`src/rtl/exram_bus_arbiter_pkg.sv`:
```
// Shared types and constants for the external RAM bus arbiter.
// Default pin widths and phase lengths live here so the top, the interface and benches agree.
package exram_pkg;

  localparam int unsigned EXRAM_ADDR_W     = 16;
  localparam int unsigned EXRAM_DATA_W     = 8;
  localparam int unsigned EXRAM_SETUP_CYC  = 1;
  localparam int unsigned EXRAM_STROBE_CYC = 2;
  localparam int unsigned EXRAM_HOLD_CYC   = 1;

  typedef enum logic [2:0] {
    IDLE,
    SETUP,
    STROBE,
    HOLD,
    DONE
  } exram_state_t;

  // Largest of the three phase lengths; sizes the shared phase counter.
  function automatic int unsigned max3(input int unsigned a, input int unsigned b,
                                       input int unsigned c);
    int unsigned m;
    m = (a > b) ? a : b;
    return (m > c) ? m : c;
  endfunction

endpackage

```
`src/rtl/exram_bus_arbiter_if.sv`:
```
// Avalon-style request port of one master into the external RAM arbiter.
interface exram_bus_arbiter_if
  import exram_pkg::*;
#(
  parameter int unsigned ADDR_W = EXRAM_ADDR_W,
  parameter int unsigned DATA_W = EXRAM_DATA_W
);

  logic              chipselect_n;
  logic              write_n;
  logic              read_n;
  logic [ADDR_W-1:0] address;
  logic [DATA_W-1:0] writedata;
  logic [DATA_W-1:0] readdata;
  logic              waitrequest;

  modport master (
    output chipselect_n, write_n, read_n, address, writedata,
    input  readdata, waitrequest
  );

  modport slave (
    input  chipselect_n, write_n, read_n, address, writedata,
    output readdata, waitrequest
  );

endinterface

```
`src/rtl/exram_bus_arbiter_rr_arb.sv`:
```
// Two-request round-robin picker; remembers the last grant so contention alternates.
module exram_rr_arb (
  input  logic       clk,
  input  logic       rst_n,
  input  logic [1:0] req,
  input  logic       update,
  output logic       grant,
  output logic       valid
);

  logic last;

  assign valid = |req;
  // Under contention the port not served last wins; otherwise the lone requester.
  assign grant = (&req) ? ~last : req[1];

  always_ff @(posedge clk or negedge rst_n) begin
    if (!rst_n) begin
      last <= 1'b1;
    end else if (update) begin
      last <= grant;
    end
  end

endmodule

```
`src/rtl/exram_bus_arbiter.sv`:
```
// Two-port arbiter and setup/strobe/hold sequencer for the 8-bit external RAM pins.
module exram_bus_arbiter
  import exram_pkg::*;
#(
  parameter int unsigned ADDR_W     = EXRAM_ADDR_W,
  parameter int unsigned DATA_W     = EXRAM_DATA_W,
  parameter int unsigned SETUP_CYC  = EXRAM_SETUP_CYC,
  parameter int unsigned STROBE_CYC = EXRAM_STROBE_CYC,
  parameter int unsigned HOLD_CYC   = EXRAM_HOLD_CYC
) (
  input  logic                clk,
  input  logic                rst_n,
  exram_bus_arbiter_if.slave  m0,
  exram_bus_arbiter_if.slave  m1,
  output logic                wr_n,
  output logic                rd_n,
  output logic [ADDR_W-1:0]   addr,
  output logic [DATA_W-1:0]   wdata,
  input  logic [DATA_W-1:0]   rdata
);

  localparam int unsigned CNT_W = $clog2(max3(SETUP_CYC, STROBE_CYC, HOLD_CYC) + 1);
  // Reload values are length-1; a phase of length 0 never loads its value.
  localparam logic [CNT_W-1:0] SETUP_LD  = CNT_W'(SETUP_CYC - 1);
  localparam logic [CNT_W-1:0] STROBE_LD = CNT_W'(STROBE_CYC - 1);
  localparam logic [CNT_W-1:0] HOLD_LD   = CNT_W'(HOLD_CYC - 1);

  exram_state_t      state;
  logic [CNT_W-1:0]  cnt;
  logic              grant_q;
  logic              is_wr;
  logic [DATA_W-1:0] rd0_q;
  logic [DATA_W-1:0] rd1_q;

  logic [1:0]        req;
  logic              arb_grant;
  logic              arb_valid;
  logic              gnt_wr;
  logic [ADDR_W-1:0] gnt_addr;
  logic [DATA_W-1:0] gnt_wdata;

  // Write takes precedence when a master lowers both write_n and read_n.
  assign req[0]    = !m0.chipselect_n && (!m0.write_n || !m0.read_n);
  assign req[1]    = !m1.chipselect_n && (!m1.write_n || !m1.read_n);
  assign gnt_wr    = arb_grant ? !m1.write_n : !m0.write_n;
  assign gnt_addr  = arb_grant ? m1.address : m0.address;
  assign gnt_wdata = arb_grant ? m1.writedata : m0.writedata;

  exram_rr_arb u_arb (
    .clk    (clk),
    .rst_n  (rst_n),
    .req    (req),
    .update (state == IDLE && arb_valid),
    .grant  (arb_grant),
    .valid  (arb_valid)
  );

  assign m0.waitrequest = req[0] && !(state == DONE && !grant_q);
  assign m1.waitrequest = req[1] && !(state == DONE && grant_q);
  assign m0.readdata    = rd0_q;
  assign m1.readdata    = rd1_q;

  // Bus-cycle sequencer: pins and readdata are all registered here.
  always_ff @(posedge clk or negedge rst_n) begin
    if (!rst_n) begin
      state   <= IDLE;
      cnt     <= '0;
      grant_q <= 1'b0;
      is_wr   <= 1'b0;
      wr_n    <= 1'b1;
      rd_n    <= 1'b1;
      addr    <= '0;
      wdata   <= '0;
      rd0_q   <= '0;
      rd1_q   <= '0;
    end else begin
      case (state)
        IDLE: begin
          if (arb_valid) begin
            grant_q <= arb_grant;
            is_wr   <= gnt_wr;
            addr    <= gnt_addr;
            wdata   <= gnt_wdata;
            if (SETUP_CYC == 0) begin
              state <= STROBE;
              cnt   <= STROBE_LD;
              wr_n  <= !gnt_wr;
              rd_n  <= gnt_wr;
            end else begin
              state <= SETUP;
              cnt   <= SETUP_LD;
            end
          end
        end
        SETUP: begin
          if (cnt == '0) begin
            state <= STROBE;
            cnt   <= STROBE_LD;
            wr_n  <= !is_wr;
            rd_n  <= is_wr;
          end else begin
            cnt <= cnt - CNT_W'(1);
          end
        end
        STROBE: begin
          if (cnt == '0) begin
            wr_n <= 1'b1;
            rd_n <= 1'b1;
            if (!is_wr) begin
              if (grant_q) rd1_q <= rdata;
              else         rd0_q <= rdata;
            end
            if (HOLD_CYC == 0) begin
              state <= DONE;
            end else begin
              state <= HOLD;
              cnt   <= HOLD_LD;
            end
          end else begin
            cnt <= cnt - CNT_W'(1);
          end
        end
        HOLD: begin
          if (cnt == '0) state <= DONE;
          else           cnt   <= cnt - CNT_W'(1);
        end
        DONE:    state <= IDLE;
        default: state <= IDLE;
      endcase
    end
  end

endmodule

```
`src/flat_wrapper.sv`:
```
// flat-port wrapper written by rule: the top's interface ports become plain ports
module exram_bus_arbiter_flat import exram_pkg::*;
#(
  parameter int unsigned ADDR_W     = EXRAM_ADDR_W,
  parameter int unsigned DATA_W     = EXRAM_DATA_W,
  parameter int unsigned SETUP_CYC  = EXRAM_SETUP_CYC,
  parameter int unsigned STROBE_CYC = EXRAM_STROBE_CYC,
  parameter int unsigned HOLD_CYC   = EXRAM_HOLD_CYC
)
  (clk, rst_n, wr_n, rd_n, addr, wdata, rdata, m0_chipselect_n, m0_write_n, m0_read_n, m0_address, m0_writedata, m0_readdata, m0_waitrequest, m1_chipselect_n, m1_write_n, m1_read_n, m1_address, m1_writedata, m1_readdata, m1_waitrequest);
  exram_bus_arbiter_if #(.ADDR_W(ADDR_W), .DATA_W(DATA_W)) m0_i ();
  exram_bus_arbiter_if #(.ADDR_W(ADDR_W), .DATA_W(DATA_W)) m1_i ();
  input  logic clk;
  input  logic rst_n;
  output logic wr_n;
  output logic rd_n;
  output logic [ADDR_W-1:0] addr;
  output logic [DATA_W-1:0] wdata;
  input  logic [DATA_W-1:0] rdata;
  input wire logic [$bits(m0_i.chipselect_n)-1:0] m0_chipselect_n;
  input wire logic [$bits(m0_i.write_n)-1:0] m0_write_n;
  input wire logic [$bits(m0_i.read_n)-1:0] m0_read_n;
  input wire logic [$bits(m0_i.address)-1:0] m0_address;
  input wire logic [$bits(m0_i.writedata)-1:0] m0_writedata;
  output wire logic [$bits(m0_i.readdata)-1:0] m0_readdata;
  output wire logic [$bits(m0_i.waitrequest)-1:0] m0_waitrequest;
  input wire logic [$bits(m1_i.chipselect_n)-1:0] m1_chipselect_n;
  input wire logic [$bits(m1_i.write_n)-1:0] m1_write_n;
  input wire logic [$bits(m1_i.read_n)-1:0] m1_read_n;
  input wire logic [$bits(m1_i.address)-1:0] m1_address;
  input wire logic [$bits(m1_i.writedata)-1:0] m1_writedata;
  output wire logic [$bits(m1_i.readdata)-1:0] m1_readdata;
  output wire logic [$bits(m1_i.waitrequest)-1:0] m1_waitrequest;
  assign m0_i.chipselect_n = m0_chipselect_n;
  assign m0_i.write_n = m0_write_n;
  assign m0_i.read_n = m0_read_n;
  assign m0_i.address = m0_address;
  assign m0_i.writedata = m0_writedata;
  assign m0_readdata = m0_i.readdata;
  assign m0_waitrequest = m0_i.waitrequest;
  assign m1_i.chipselect_n = m1_chipselect_n;
  assign m1_i.write_n = m1_write_n;
  assign m1_i.read_n = m1_read_n;
  assign m1_i.address = m1_address;
  assign m1_i.writedata = m1_writedata;
  assign m1_readdata = m1_i.readdata;
  assign m1_waitrequest = m1_i.waitrequest;
  exram_bus_arbiter #(.ADDR_W(ADDR_W), .DATA_W(DATA_W), .SETUP_CYC(SETUP_CYC), .STROBE_CYC(STROBE_CYC), .HOLD_CYC(HOLD_CYC)) u_core (.clk(clk), .rst_n(rst_n), .m0(m0_i), .m1(m1_i), .wr_n(wr_n), .rd_n(rd_n), .addr(addr), .wdata(wdata), .rdata(rdata));
endmodule
```
`config.mk`:
```
export PLATFORM = sky130hd
export DESIGN_NAME = exram_bus_arbiter_flat
export DESIGN_NICKNAME = d
export VERILOG_FILES = /design/src/rtl/exram_bus_arbiter_pkg.sv /design/src/rtl/exram_bus_arbiter_if.sv /design/src/rtl/exram_bus_arbiter_rr_arb.sv /design/src/rtl/exram_bus_arbiter.sv /design/src/flat_wrapper.sv
export SDC_FILE = /design/constraint.sdc
export NUM_CORES = 1
export LEC_CHECK = 0
export ABC_AREA = 1
export BUFFER_PORTS_ARGS = -buffer_cell sky130_fd_sc_hd__buf_2
export CAP_MARGIN = 20
export CORE_ASPECT_RATIO = 0.5
export CORE_UTILIZATION = 37
export CTS_CLUSTER_DIAMETER = 30
export CTS_CLUSTER_SIZE = 16
export DETAILED_ROUTE_END_ITERATION = 8
export HOLD_SLACK_MARGIN = 0.08
export MAX_ROUTING_LAYER = met4
export PLACE_DENSITY = 0.67
export SKIP_CTS_REPAIR_TIMING = 1
export SLEW_MARGIN = 30
export SYNTH_ARGS = -nofsm -noshare
export SYNTH_HDL_FRONTEND = slang
export SYNTH_HIERARCHICAL = 1
export SYNTH_SLANG_ARGS = --single-unit
```
`constraint.sdc`:
```
create_clock -name clk -period 1.55 [get_ports clk]
set_input_delay 0.31 -clock clk [delete_from_list [all_inputs] [get_ports clk]]
set_output_delay 0.31 -clock clk [all_outputs]
set_load 0.05 [all_outputs]
```
==> results.py <==
metrics = {
    "yosys": {
        "yosys.cell_types.count": 24,
        "syn-mean-instance-area_sq_um": 8.64,
        "synth_top_family_by_area": "simple AND/OR/NAND/NOR gates",
        "synth_nets": 359,
        "yosysSeqAreaShare": 0.497,
        "synth_xor_area_frac": 0,
        "syn_area_sq_mm": 0.00252,
        "synth_fa_ha_area_frac": 0.0149,
        "yosys_warnings": 6,
        "muxShareOfSynthArea": 0,
        "synth_area_leaders": "dfrtp_1 47%, nand2_1 16%, or2_2 5.9%, o211ai_2 5.0%, nand3_1 4.8%",
        "synth_top_area_cell": "dfrtp_1",
        "yosys.area.top_type_share": 0.466,
        "synth-seq-cells": 50,
        "synth_compound_area_frac": 0.113,
        "synthSimpleGateAreaFrac": 0.315,
        "syn_inst": 292,
    },
    "sta": {
        "setup_tns_ns": 0,
        "finalCritPeriodShare": 0.999,
        "max_freq_mhz": 646,
        "setup_viol": 0,
        "rsz0062_at_grt": "true",
        "finalMaxSlewViolations": 0,
        "fin_skew_ns": 0.00573,
        "finalHoldWorstSlack_ns": 0.253,
        "finalCriticalPeriod_ns": 1.55,
        "tightest_slew_ns": 0.410,
        "hold_viol": 0,
        "relSlewSlack": 0.726,
    },
    "cts": {
        "clk_pin_slew_worst_paths_ns": 0.07,
        "cts_made_buffers": 5,
        "cts_max_level": 2,
        "clk_latency_ns": 0.29,
        "clockBufferDepth": 2,
        "root_buffer": "clkbuf_16",
        "cts_tree": "built",
        "clock-sinks": 50,
    },
    "routing": {
        "drt_iter0_drc": 125,
        "drtAntennaViolNets": 0,
        "wl_mm": 6.15,
        "via_count": 2264,
        "drt-vias-per-instance": 4.51,
        "drtPass1Iterations": 4,
        "drc_errors": 0,
        "wl_per_cell_um": 12.3,
    },
    "finish": {
        "drive_gt1_frac": 0.440,
        "layout.nets": 480,
        "layout_common_cells": "106 x nand2_1, 105 x buf_2, 46 x dfrtp_1",
        "finalCoreUtilization": 0.537,
        "antenna_cells": 0,
        "design_area_sq_mm": 0.00340,
        "syn_to_final_growth_pct": 34.8,
        "layout_commonest_cell": "nand2_1",
    },
    "global_routing": {
        "grt_max_degree": 32,
        "grt_first_pass_wirelength_mm": 9.95,
        "grt_overflow": 0,
        "antenna_found_initial": 0,
        "grt_pass1_vias": 2112,
        "grt_usage": 0.184,
    },
    "floorplan": {
        "ios": 108,
        "fp-row-count": 20,
        "die-area_sq_mm": 0.00718,
        "core_sq_mm": 0.00633,
        "die_h_um": 60.4,
        "die_width_um": 119,
        "start_util": 0.399,
    },
    "critical_path": {
        "worstSetupPathType": "flop to output pin",
        "path_max_fanout": 4,
        "cpMaxStageDelayCell": "dfrtp_2",
        "cp.required_ns": 1.24,
        "slowest_delay_ns": 0.44,
        "worstPathArrival_ns": 1.24,
        "worstPathCellList": "nor2_4, nand2_2, o21ai_1, inv_1, buf_6",
        "crit_path_end_kind": "output pin",
        "critical_path_buf_inv_count": 2,
        "startpoint_type": "flop",
        "crit_family": "flip-flops",
    },
    "power": {
        "leakage_uw": 0.00187,
        "powerDensity_mw_per_mm2": 2420,
        "ir_drop_uv": 918,
        "p_total_uw": 8230,
    },
    "placement": {
        "io_buffers": 107,
        "place.gp.congestion": 0.794,
        "dpl.hpwl_mm": 4.60,
        "place_area_sq_mm": 0.00320,
    },
    "run": {
        "drv_cap": 0,
    },
    "outcome": {
        "status": "finished clean",
    },
    "worst_hold_path": {
        "hp-class": "input port to flop",
    },
}
[cells by family (layout without fill, tap and decap cells)]
logic type      Yosys count  in the layout
simple gates            175            175
buf+inv                  29            151
fa+ha+maj                 3              3
compound gates           35             35
flops                    50             50
[synthesized netlist by cell type]
cell and number:
nand2_1 107, dfrtp_1 47, nand3_1 24, or2_2 24, inv_1 16, o211ai_1 14, nor2_1 10, o211ai_2 10
o21ai_0 9, buf_2 5, nand2_2 4, dfstp_2 3, ha_1 3, a21oi_1 2, buf_6 2, clkbuf_1 2
inv_2 2, nor2_4 2, and2_1 1, buf_12 1, buf_4 1, nor2_2 1, nor2_8 1, or2_1 1
[flip-flops by register name, summed over array words and instances, names as in the netlist]
register / flops
u_core/cnt: 2
u_core/state: 3
u_core/grant_q: 1
u_core/addr: 16
u_core/wr_n: 1
u_core/u_arb/last: 1
u_core/is_wr: 1
u_core/rd_n: 1
u_core/m1.readdata: 8
u_core/m0.readdata: 8
u_core/wdata: 8
[worst min-delay path: cells and delay by family]
kind | cells | cell delay, ns
simple gates | 1 | 0.05
buf+inv | 1 | 0.08
compound gates | 1 | 0.07
[metal layers]
metal | routed length, um | track usage | share of wire | vias up
met5 | 0 | - | 0 | -
met4 | 27 | 0.0434 | 0.0044 | 0
met3 | 257 | 0.0357 | 0.042 | 2
met2 | 2930 | 0.302 | 0.48 | 54
met1 | 2940 | 0.239 | 0.48 | 1022
li1 | - | - | - | 1186
[final timing paths]
path                                            start                     to  slack, ns  cells after the start
max in group asynchronous                       rst_n            u_core/rd_n       0.63                      3
worst min-delay path                    m0_address[3]         u_core/addr[3]       0.25                      3
worst min register to register  u_core/m1.readdata[4]  u_core/m1.readdata[4]       0.47                      2
worst max-delay path                  u_core/state[0]         m1_waitrequest      0.002                      5
worst max register to register        u_core/state[0]  u_core/m0.readdata[6]       0.06                      7
min in group asynchronous                       rst_n         u_core/addr[1]       0.54                      3
[layout make-up]
type	instances	area, sq um
clock buffer	6	129
clock inverter	2	17.5
fill	603	2930
inverter	18	72.6
multi-input combinational	213	1130
sequential	50	1260
tap	88	110
timing repair buffer	125	686
[power by group]
| group | switching [uW] | internal [uW] |
|---|---|---|
| clock network | 482 | 608 |
| logic | 3520 | 1240 |
| registers | 385 | 1990 |
| total | 4390 | 3850 |
[through the flow]
stage	cells	setup slack (ns)
2_1_floorplan	292	0.0455
3_3_place_gp	491	-0.0229
3_5_place_dp	491	-0.0329
4_1_cts	499	-0.158
5_1_grt	502	-0.0673
6_report	502	0.00175
(Power assumes the default switching activity.)
